`src/rtl/button_event.sv`:
```
// Turns the debounced button level into one-cycle click, double-click,
// long-press and auto-repeat pulses, timed by a local 1 ms tick.
module button_event #(
  parameter int sim     = 0,
  parameter int LONG_MS = 1000,
  parameter int DBL_MS  = 300,
  parameter int RPT_MS  = 200
) (
  input  logic       clk,
  input  logic       reset,
  input  logic       in,
  output logic       click,
  output logic       dbl_click,
  output logic       long_press,
  output logic       rpt,        // auto-repeat pulse ("repeat" is reserved in SV)
  output logic [7:0] event_cnt
);

  localparam logic [16:0] DIV_LAST = (sim != 0) ? 17'd31 : 17'd99999;
  localparam logic [10:0] LONG_T   = 11'(LONG_MS);
  localparam logic [10:0] DBL_T    = 11'(DBL_MS);
  localparam logic [10:0] RPT_T    = 11'(RPT_MS);
  localparam logic [10:0] MS_MAX   = 11'h7ff;

  localparam logic [2:0] IDLE   = 3'd0;
  localparam logic [2:0] PRESS1 = 3'd1;
  localparam logic [2:0] WAIT2  = 3'd2;
  localparam logic [2:0] PRESS2 = 3'd3;
  localparam logic [2:0] LONG   = 3'd4;

  logic [16:0] presc;
  logic        tick;
  logic        in_q, in_qq;
  logic        rise, fall;
  logic [2:0]  state, state_nxt;
  logic [10:0] ms_cnt;
  logic        click_nxt, dbl_nxt, long_nxt, rpt_nxt, restart;
  logic [7:0]  cnt_inc;

  assign tick = (presc == DIV_LAST);
  assign rise = in_q & ~in_qq;
  assign fall = ~in_q & in_qq;

  // Edges take priority over timer expiry in every state.
  always_comb begin
    state_nxt = state;
    click_nxt = 1'b0;
    dbl_nxt   = 1'b0;
    long_nxt  = 1'b0;
    rpt_nxt   = 1'b0;
    restart   = 1'b0;
    case (state)
      IDLE: begin
        if (rise) state_nxt = PRESS1;
      end
      PRESS1: begin
        if (fall) state_nxt = WAIT2;
        else if (ms_cnt == LONG_T) begin
          state_nxt = LONG;
          long_nxt  = 1'b1;
        end
      end
      WAIT2: begin
        if (rise) state_nxt = PRESS2;
        else if (ms_cnt == DBL_T) begin
          state_nxt = IDLE;
          click_nxt = 1'b1;
        end
      end
      PRESS2: begin
        if (fall) begin
          state_nxt = IDLE;
          dbl_nxt   = 1'b1;
        end else if (ms_cnt == LONG_T) begin
          state_nxt = LONG;
          click_nxt = 1'b1;
          long_nxt  = 1'b1;
        end
      end
      LONG: begin
        if (fall) state_nxt = IDLE;
        else if (ms_cnt == RPT_T) begin
          rpt_nxt = 1'b1;
          restart = 1'b1;
        end
      end
      default: state_nxt = IDLE;
    endcase
    cnt_inc = {7'd0, click_nxt} + {7'd0, dbl_nxt} + {7'd0, long_nxt};
  end

  // Input history resets high so a button held through reset never looks like a press.
  always_ff @(posedge clk) begin
    if (!reset) begin
      presc      <= '0;
      in_q       <= 1'b1;
      in_qq      <= 1'b1;
      state      <= IDLE;
      ms_cnt     <= '0;
      click      <= 1'b0;
      dbl_click  <= 1'b0;
      long_press <= 1'b0;
      rpt        <= 1'b0;
      event_cnt  <= '0;
    end else begin
      presc      <= tick ? 17'd0 : presc + 17'd1;
      in_q       <= in;
      in_qq      <= in_q;
      state      <= state_nxt;
      if ((state_nxt != state) || restart) ms_cnt <= '0;
      else if (tick && (ms_cnt != MS_MAX)) ms_cnt <= ms_cnt + 11'd1;
      click      <= click_nxt;
      dbl_click  <= dbl_nxt;
      long_press <= long_nxt;
      rpt        <= rpt_nxt;
      event_cnt  <= event_cnt + cnt_inc;
    end
  end

endmodule
```
`config.mk`:
```
export PLATFORM = sky130hd
export DESIGN_NAME = button_event
export DESIGN_NICKNAME = d
export VERILOG_FILES = /design/src/rtl/button_event.sv
export SDC_FILE = /design/constraint.sdc
export NUM_CORES = 1
export LEC_CHECK = 0
export CAP_MARGIN = 20
export CORE_MARGIN = 3
export CORE_UTILIZATION = 55
export CTS_BUF_LIST = sky130_fd_sc_hd__clkbuf_8
export CTS_CLUSTER_DIAMETER = 50
export DETAILED_ROUTE_END_ITERATION = 7
export PLACE_DENSITY = 0.87
export SYNTH_ARGS = -nofsm -noshare
export SYNTH_HDL_FRONTEND = slang
export SYNTH_SLANG_ARGS = --single-unit
```
`constraint.sdc`:
```
create_clock -name clk -period 4.16 [get_ports clk]
set_input_delay 0.416 -clock clk [delete_from_list [all_inputs] [get_ports clk]]
set_output_delay 0.416 -clock clk [all_outputs]
set_load 0.005 [all_outputs]
```
# ---- Yosys cells after proc, flatten, opt, wreduce, memory -nomap -nowiden
# Index checks and enable logic that the tools add are counted.
dict set report op_classes {
  addsub 5
  n_eq_ne 10
  n_mux 19
  bitwise 5
  n_reduce_logical 6
}
# cell n
set op_table {}
lappend op_table {{3-bit 2-to-1 mux} 7}
lappend op_table {{17-bit by 1-bit adder with 17-bit output, second input constant} 1}
lappend op_table {{17-bit equality test, second input constant} 1}
lappend op_table {{3-bit case mux with 5 select lines} 1}
lappend op_table {{11-bit by 1-bit adder with 11-bit output, second input constant} 1}
lappend op_table {{11-bit by 10-bit equality test with 1-bit output, second input constant} 1}
lappend op_table {{11-bit by 8-bit equality test with 1-bit output, second input constant} 1}
lappend op_table {{11-bit by 9-bit equality test with 1-bit output, second input constant} 1}
lappend op_table {{11-bit != test, second input constant} 1}
lappend op_table {{1-bit 2-to-1 mux} 10}
lappend op_table {{8-bit by 3-bit adder with 8-bit output} 1}
lappend op_table {{3-bit by 2-bit equality test with 1-bit output, second input constant} 2}
lappend op_table {{2-bit OR reduction} 3}
lappend op_table {{2-bit by 1-bit adder with 3-bit output} 1}
lappend op_table {{3-bit by 1-bit equality test with 1-bit output, second input constant} 1}
lappend op_table {{3-bit equality test, second input constant} 1}
lappend op_table {{3-bit zero test} 1}
lappend op_table {{3-bit != test} 1}
lappend op_table {{1-bit NOT} 3}
lappend op_table {{1-bit by 1-bit adder with 2-bit output} 1}
lappend op_table {{1-bit AND} 2}
lappend op_table {{1-bit case mux with 2 select lines} 1}
lappend op_table {{1-bit logical AND} 1}
lappend op_table {{1-bit logical OR} 1}
dict set report word_totals {
  regBits 45
  inputBits 3
  output_inout_bits 12
  elab_cells 55
}

# ---- Logic depth before layout (Yosys ltp)
dict set report depth {
  word_depth 7
  depth_mapped 14
  depth_no_buf 14
}

# ---- Worst setup path after synthesis
# Ideal clock, no wire load.
dict set report synth_path {
  kind {register -> register}
  startpoint {register ms_cnt[0]}
  endpoint {register event_cnt[4]}
  setup_time_ps 115
  arrival_time_ps 2793
  path_slack_ps 1252
  stages_incl_launch_ff 15
  n_path_buf 0
  synth_period_minus_slack_ps 2908
  path_cell_list {dfxtp_1 > inv_1 > ha_1 > nor4bb_1 > and3_4 > nand3_1 > o21ai_0 > nand2_1 > fa_1 > inv_1 > ha_1 > fa_1 > nand3_1 > xnor2_1 > and2_1}
}
dict set report synth_between {
  elab_chain_cells 7
}
# item line_no
set synth_lines {}
lappend synth_lines {{start: declaration} 36} ;# logic [10:0] ms_cnt;
lappend synth_lines {{start signal: assignment} 111} ;# else if (tick && (ms_cnt != MS_MAX)) ms_cnt <= ms_cnt + 11'd1;
lappend synth_lines {{11-bit by 10-bit equality test with 1-bit output / 11-bit by 9-bit equality test with 1-bit output (equally long branches)} {58, 74, 65}}
lappend synth_lines {{1-bit 2-to-1 mux, on equally long branches} {58, 74, 65}}
lappend synth_lines {{1-bit 2-to-1 mux, on equally long branches} {57, 64}}
lappend synth_lines {{1-bit case mux with 2 select lines} 52} ;# case (state)
lappend synth_lines {{1-bit by 1-bit adder with 2-bit output} 89} ;# cnt_inc = {7'd0, click_nxt} + {7'd0, dbl_nxt} + {7'd0, long_nxt};
lappend synth_lines {{2-bit by 1-bit adder with 3-bit output (*)} 89}
lappend synth_lines {{8-bit by 3-bit adder with 8-bit output (*)} 116} ;# event_cnt <= event_cnt + cnt_inc;
lappend synth_lines {{end signal: assignment} 116}
lappend synth_lines {{end: declaration} 16} ;# output logic [7:0] event_cnt
# Every way passes the cells marked *; elsewhere a longest branch is shown, timed or not.
# A chain may end at the register's enable or synchronous reset.

# ---- Worst setup path in the final report
dict set report layout_path {
  startpoint {register ms_cnt[0]}
  endpoint {register event_cnt[6]}
}
# Same word-level chain as after synthesis.

==> out/results.tsv <==
stage	metric	value	unit
hold_path	hp-class	register to register	
setup_path	cp.buffers_inverters	2	
clocking	htree_num_levels	2	
setup_path	cp_cell_sequence	inv_1 > ha_1 > nor4bb_1 > and3_4 > nand3_1 > o21ai_0 > nand2_1 > fa_1 > inv_1 > ha_1 > fa_1 > nand3_1 > xnor2_1 > and2_1	
power_and_ir_drop	peakVddDrop	0.000243	V
setup_path	cp.arrival	3.39	ns
cells_and_area	drive_above_1_share	5.56	%
detailed_routing	routed_via_density	5.69	
timing	worstMarginPinSlew	0.605	ns
placement	post_dp_cell_area	2290	sq um
synth	yosysTopAreaCellShare	42.5	%
setup_path	worstPathRequired	4.36	ns
floorplanning	die_w	68.1	microns
floorplanning	die_h	68.1	microns
cells_and_area	final_common_cell	dfxtp_1	
timing	tns	0	ns
timing	final.setup_skew	0.00593	ns
synth	synth_ff_type	dfxtp_1	
setup_path	max_stage_delay	0.51	ns
timing	final.min_clock_period	3.19	ns
synth	yosys_warnings	0	
setup_path	critPathSlowestCell	fa_1	
clocking	cts.clk_slew.worst_paths	0.08	ns
floorplanning	rows	21	
floorplanning	die_area	4640	sq um
clocking	post_cts_buffers	0	
floorplanning	core-area	3520	sq um
detailed_routing	drt-total-wl	3.95	mm
timing	setup_ws	0.968	ns
detailed_routing	wl_per_cell	13.3	microns
clocking	root_buffer	clkbuf_8	
setup_path	critPathMaxFanout	5	
synth	yosysUniqueCellTypes	47	
flow_run	max_cap_viol_count	0	
detailed_routing	dr.pass1.iters	4	
detailed_routing	via_count	1695	
synth	syn_nets	246	
clocking	cts_tree	yes	
timing	max_slew_margin	59.3	%
synth	ys_async_sr_fraction	0	%
detailed_routing	drtAntennaViolNets	0	
clocking	clk-insertion-delay-late	0.30	ns
cells_and_area	mostFrequentLayoutCells	dfxtp_1, nor2_1, nand2_1, xor2_1, clkdlybuf4s50_1	
cells_and_area	fin_util	68.1	%
timing	maxSlewViolCount	0	
floorplanning	pin_count	15	
synth	syn_area	2120	sq um
clocking	cts_repair_resize_count	0	
power_and_ir_drop	powerDensity	326	nW/um^2
clocking	hold_buffers	0	
synth	synthDominantAreaCellType	dfxtp_1	
detailed_routing	drtIter0Drc	82	
grt	gr-total-overflow	0	
synth	yosysSeqAreaShare	42.5	%
placement	io_buffers	14	
synth	syn_inst	236	
setup_path	start_kind	register	
placement	dp_hpwl	2.79	mm
synth	avgSynthCellArea	8.99	sq um
cells_and_area	layout.nets	262	
synth	synth_edf_count	0	
cells_and_area	final_area	2400	sq um
setup_path	cpLargestDelayFamily	adder cells	
status	status	finished clean	
grt	grt_pass1_vias	1588	
timing	finalHoldViolCount	0	
grt	grt_max_degree	16	
detailed_routing	route.detailed.drc	0	
timing	finalCritPeriodShare	76.7	%
timing	finalSetupViolations	0	
clocking	cts_sinks	45	
placement	pre_cts_ws	0.981	ns
grt	grtUsageTotal	19.8	%
cells_and_area	antenna_cells	0	
placement	place.gp.congestion	0.848	
synth	synthTopCellsByArea	dfxtp_1, xor2_1, nor2_1	
power_and_ir_drop	leakage	0.912	nW
cells_and_area	syn_to_final_growth	12.9	%
cells_and_area	fillCellCount	299	
synth	ys_seq_elements	45	
setup_path	cp-end-kind	register	
timing	max_freq	0.313	GHz
floorplanning	start_util	60.3	%
grt	antenna_found_initial	0	
clocking	numCtsBuffers	5	
timing	rsz0062_at_grt	false	
grt	grt_pass1_wl	6.88	mm
clocking	clockBufferDepth	2	
setup_path	criticalPathCategory	register to register	
==> cell families after synthesis <==
kind of cell,share of synthesized area (%)
xor gates and xnor gates,11.1
AOI/OAI and AO/OA,5.72
and+or+nand+nor,32.3
muxes,0.472
adders and majority gates,4.83
DFF,42.5
buffers and inverters,3.07
==> worst paths after layout <==
check / startpoint / to / slack [ns] / depth (start not counted)
setup reg to reg: ms_cnt[0]$_SDFFE_PP0P_ / event_cnt[6]$_SDFF_PN0_ / 0.97 / 14
setup / recovery: ms_cnt[0]$_SDFFE_PP0P_ / event_cnt[6]$_SDFF_PN0_ / 0.97 / 14
hold / removal: presc[0]$_SDFF_PP0_ / presc[0]$_SDFF_PP0_ / 0.48 / 1
hold reg to reg: presc[0]$_SDFF_PP0_ / presc[0]$_SDFF_PP0_ / 0.48 / 1
==> state kept, by name, indices dropped and copies added (netlist names) <==
signal / count
ms_cnt: 11
presc: 17
click: 1
state: 3
long_press: 1
rpt: 1
in_q: 1
dbl_click: 1
in_qq: 1
event_cnt: 8
==> power breakdown <==
part | leakage, nW | switching [W] | internal (W) | total (W)
logic | 0.495 | 0.0000149 | 0.00000867 | 0.0000236
clock network | 0.0540 | 0.000145 | 0.000175 | 0.000319
registers | 0.364 | 0.00000447 | 0.000434 | 0.000439
==> synthesized netlist by cell type (2+ instances only) <==
master	n
o21ai_0	5
nor2_1	34
nor3_1	4
and4_1	4
nor4_1	2
nand2_1	17
dfxtp_1	45
inv_1	10
clkbuf_1	3
and3_1	6
or3_1	3
and2_1	10
nand3_1	11
fa_1	2
nor4b_1	2
xnor2_1	10
nand2b_1	4
a21oi_1	6
nand4_1	10
xor2_1	17
ha_1	5
==> through the flow <==
| step | hold WS (ns) | cells | power, W |
|---|---|---|---|
| 2_1_floorplan | 0.430 | 236 | 0.000467 |
| 5_1_grt | 0.524 | 298 | 0.000807 |
| 6_report | 0.483 | 298 | 0.000782 |
| 3_5_place_dp | 0.470 | 291 | 0.000473 |
| 3_3_place_gp | 0.439 | 291 | 0.000472 |
| 4_1_cts | 0.488 | 298 | 0.000787 |
==> area by class of cell <==
| class | count | area [sq um] | area share, % |
|---|---|---|---|
| multi-input combinational | 176 | 1160 | 48.3 |
| sequential | 45 | 901 | 37.6 |
| timing repair buffer | 14 | 140 | 5.85 |
| clock buffer | 5 | 68.8 | 2.87 |
| tap | 46 | 57.6 | 2.40 |
| inverter | 10 | 37.5 | 1.57 |
| clock inverter | 2 | 35.0 | 1.46 |
==> metal layers <==
| layer | vias up | share of wire, % | track usage [%] |
|---|---|---|---|
| li1 | 848 | - | - |
| met1 | 803 | 46 | 23.9 |
| met2 | 32 | 48 | 33.1 |
| met3 | 12 | 3.1 | 4.11 |
| met4 | 0 | 2.3 | 10.2 |
| met5 | - | 0 | 0 |
No activity file was read; power rests on OpenSTA's default activity.
==> patch: new RTL, same settings <==
Register the input `in` before use, cleared by the reset. The logic sees it one clock later.
--- a/src/rtl/button_event.sv
+++ b/src/rtl/button_event.sv
@@ -27,6 +27,16 @@
   localparam logic [2:0] WAIT2  = 3'd2;
   localparam logic [2:0] PRESS2 = 3'd3;
   localparam logic [2:0] LONG   = 3'd4;
+
+  logic in_r;
+
+  always_ff @(posedge clk) begin
+    if (!reset) begin
+      in_r <= '0;
+    end else begin
+      in_r <= in;
+    end
+  end
 
   logic [16:0] presc;
   logic        tick;
@@ -104,7 +114,7 @@
       event_cnt  <= '0;
     end else begin
       presc      <= tick ? 17'd0 : presc + 17'd1;
-      in_q       <= in;
+      in_q       <= in_r;
       in_qq      <= in_q;
       state      <= state_nxt;
       if ((state_nxt != state) || restart) ms_cnt <= '0;
Behaviour: not the same (a bounded check fails within 10 cycles, from zero or initial values and one cycle with reset low).
==> patch against the unedited design <==
- non-clock buffer count unchanged
- hold slack got worse by 0.060 ns
- area after synthesis increased by 2.2%
- worst setup slack got worse by 0.51 ns
- routed wire length decreased by 2.3%
- final area increased by 0.84%
- total power decreased by 6.7%
- cell count increased by 3.0%
- synthesized cell count increased by 3.4%
- sequential cell count increased by 1
- highest routed layer unchanged
==> patch: results <==
[status]
status = "completed"

[logic_synthesis]
synthArstFlopShare_pct = 0
synth.area.top_cells = "dfxtp_1, xor2_1, nor2_1"
synth-adder-area-share_pct = 4.73
ys_seq_area_share_pct = 42.5
synth_seq_cells = 46
ys_types = 39
synth_compound_area_share_pct = 6.69
synth_xor_area_share_pct = 10.5
syn_nets = 254
yosys-top-cells-count = "dfxtp_1, nor2_1, nand2_1, nand3_1, xor2_1"
synth.mux.area_fraction_pct = 0.462

[timing]
tightestPinTransition_ns = 0.836
clock_skew_ns = 0.00758
final.setup.worst_slack_ns = 0.457
setup_tns_ns = 0

[final_layout]
reg_top3 = "presc (17), ms_cnt (11), event_cnt (8)"
fill_cells = 315
inverters_excl_clock = 13
multi_input_area_um2 = 1170
drive_above_1_share_pct = 4.63
fin_nets = 269
nNonClkBuffers = 14
seq_share_pct = 38.1
multi_input_gates = 179
buf_share_pct = 5.80
insertedDiodeCount = 0
clk_share_pct = 3.26

[grt]
grt.met1_usage_pct = 22.4
grt_pass1_vias = 1571
antenna_found_initial = 0
grt_use_met3_pct = 6.16
grt_pass1_wl_um = 6870
grt_util_all_layers_pct = 19.7
grt_util_met2_pct = 33.3
grt_max_degree = 23

[setup_path]
crit_fanout = 4
cpLargestDelayFamily = "adder cells"
cp.arrival_ns = 3.89
slowest_stage = "or3b_2"
crit_path_max_incr_delay_ns = 0.52

[clock_tree]
path_clk_slew_ns = 0.08
max-clock-path-buffers = 2
post_cts_buffers = 0
clock_latency_ns = 0.30
cts.repair.resized = 0
h-tree-depth = 2
cts_tree = "built"
cts_root_buf = "clkbuf_8"

[power_and_ir_drop]
ir_drop_uv = 231
p_leak_nw = 0.930

[routing]
firstDrtPassIters = 4
drt-vias-per-instance = 5.49
first_iter_violations = 143
routed_wl_um = 3860

[place]
dp_slack_ns = 0.505
place_congestion = 0.819
hpwl_um = 2720
-- patch: cell count changes after synthesis, moves of 2 or more --
cell,delta
a31oi_1,+4
and2_1,+3
nand2b_1,+2
nor3_1,-2
nor4b_1,-2
nor4_1,+2
nand4_1,-2
nand3_1,+6
inv_1,+3
buf_4,+2
nor2_1,-4
and3_1,+2
xor2_1,-2
-- patch: cells by family (layout without fill, tap and decap cells) --
| logic type | after synthesis | count (layout) |
|---|---|---|
| AO/OA/AOI/OAI | 24 | 24 |
| XOR/XNOR | 26 | 26 |
| adder cells (fa/ha/maj) | 7 | 7 |
| buffers and inverters | 19 | 34 |
| flip-flops | 46 | 46 |
| multiplexers | 1 | 1 |
| AND/OR/NAND/NOR | 121 | 121 |
-- patch: report_power, final --
group	total (W)	internal [W]	switching, W
clock network	0.000257	0.000113	0.000144
registers	0.000450	0.000445	0.00000495
logic	0.0000229	0.00000790	0.0000150
-- patch: stage by stage --
| stage | total power (W) | area (µm²) | hold slack [ns] | std cells |
|---|---|---|---|---|
| finish | 0.000729 | 2420 | 0.424 | 307 |
| global route | 0.000760 | 2420 | 0.449 | 307 |
| CTS | 0.000741 | 2420 | 0.424 | 307 |
| detailed placement | 0.000483 | 2340 | 0.405 | 300 |
| global placement | 0.000482 | 2340 | 0.397 | 300 |
| floorplan | 0.000477 | 2170 | 0.386 | 244 |
-- patch: layer usage --
metal / up-vias / part of all wire, %
met5: - / 0
met4: 0 / 2.0
met3: 5 / 4.2
met2: 37 / 47
met1: 775 / 47
li1: 868 / -
-- patch: worst paths after layout --
kind,endpoint,from,depth (start not counted)
max,event_cnt[4],ms_cnt[0],14
min,in_q,in_r,1
max reg2reg,event_cnt[4],ms_cnt[0],14
min reg2reg,in_q,in_r,1
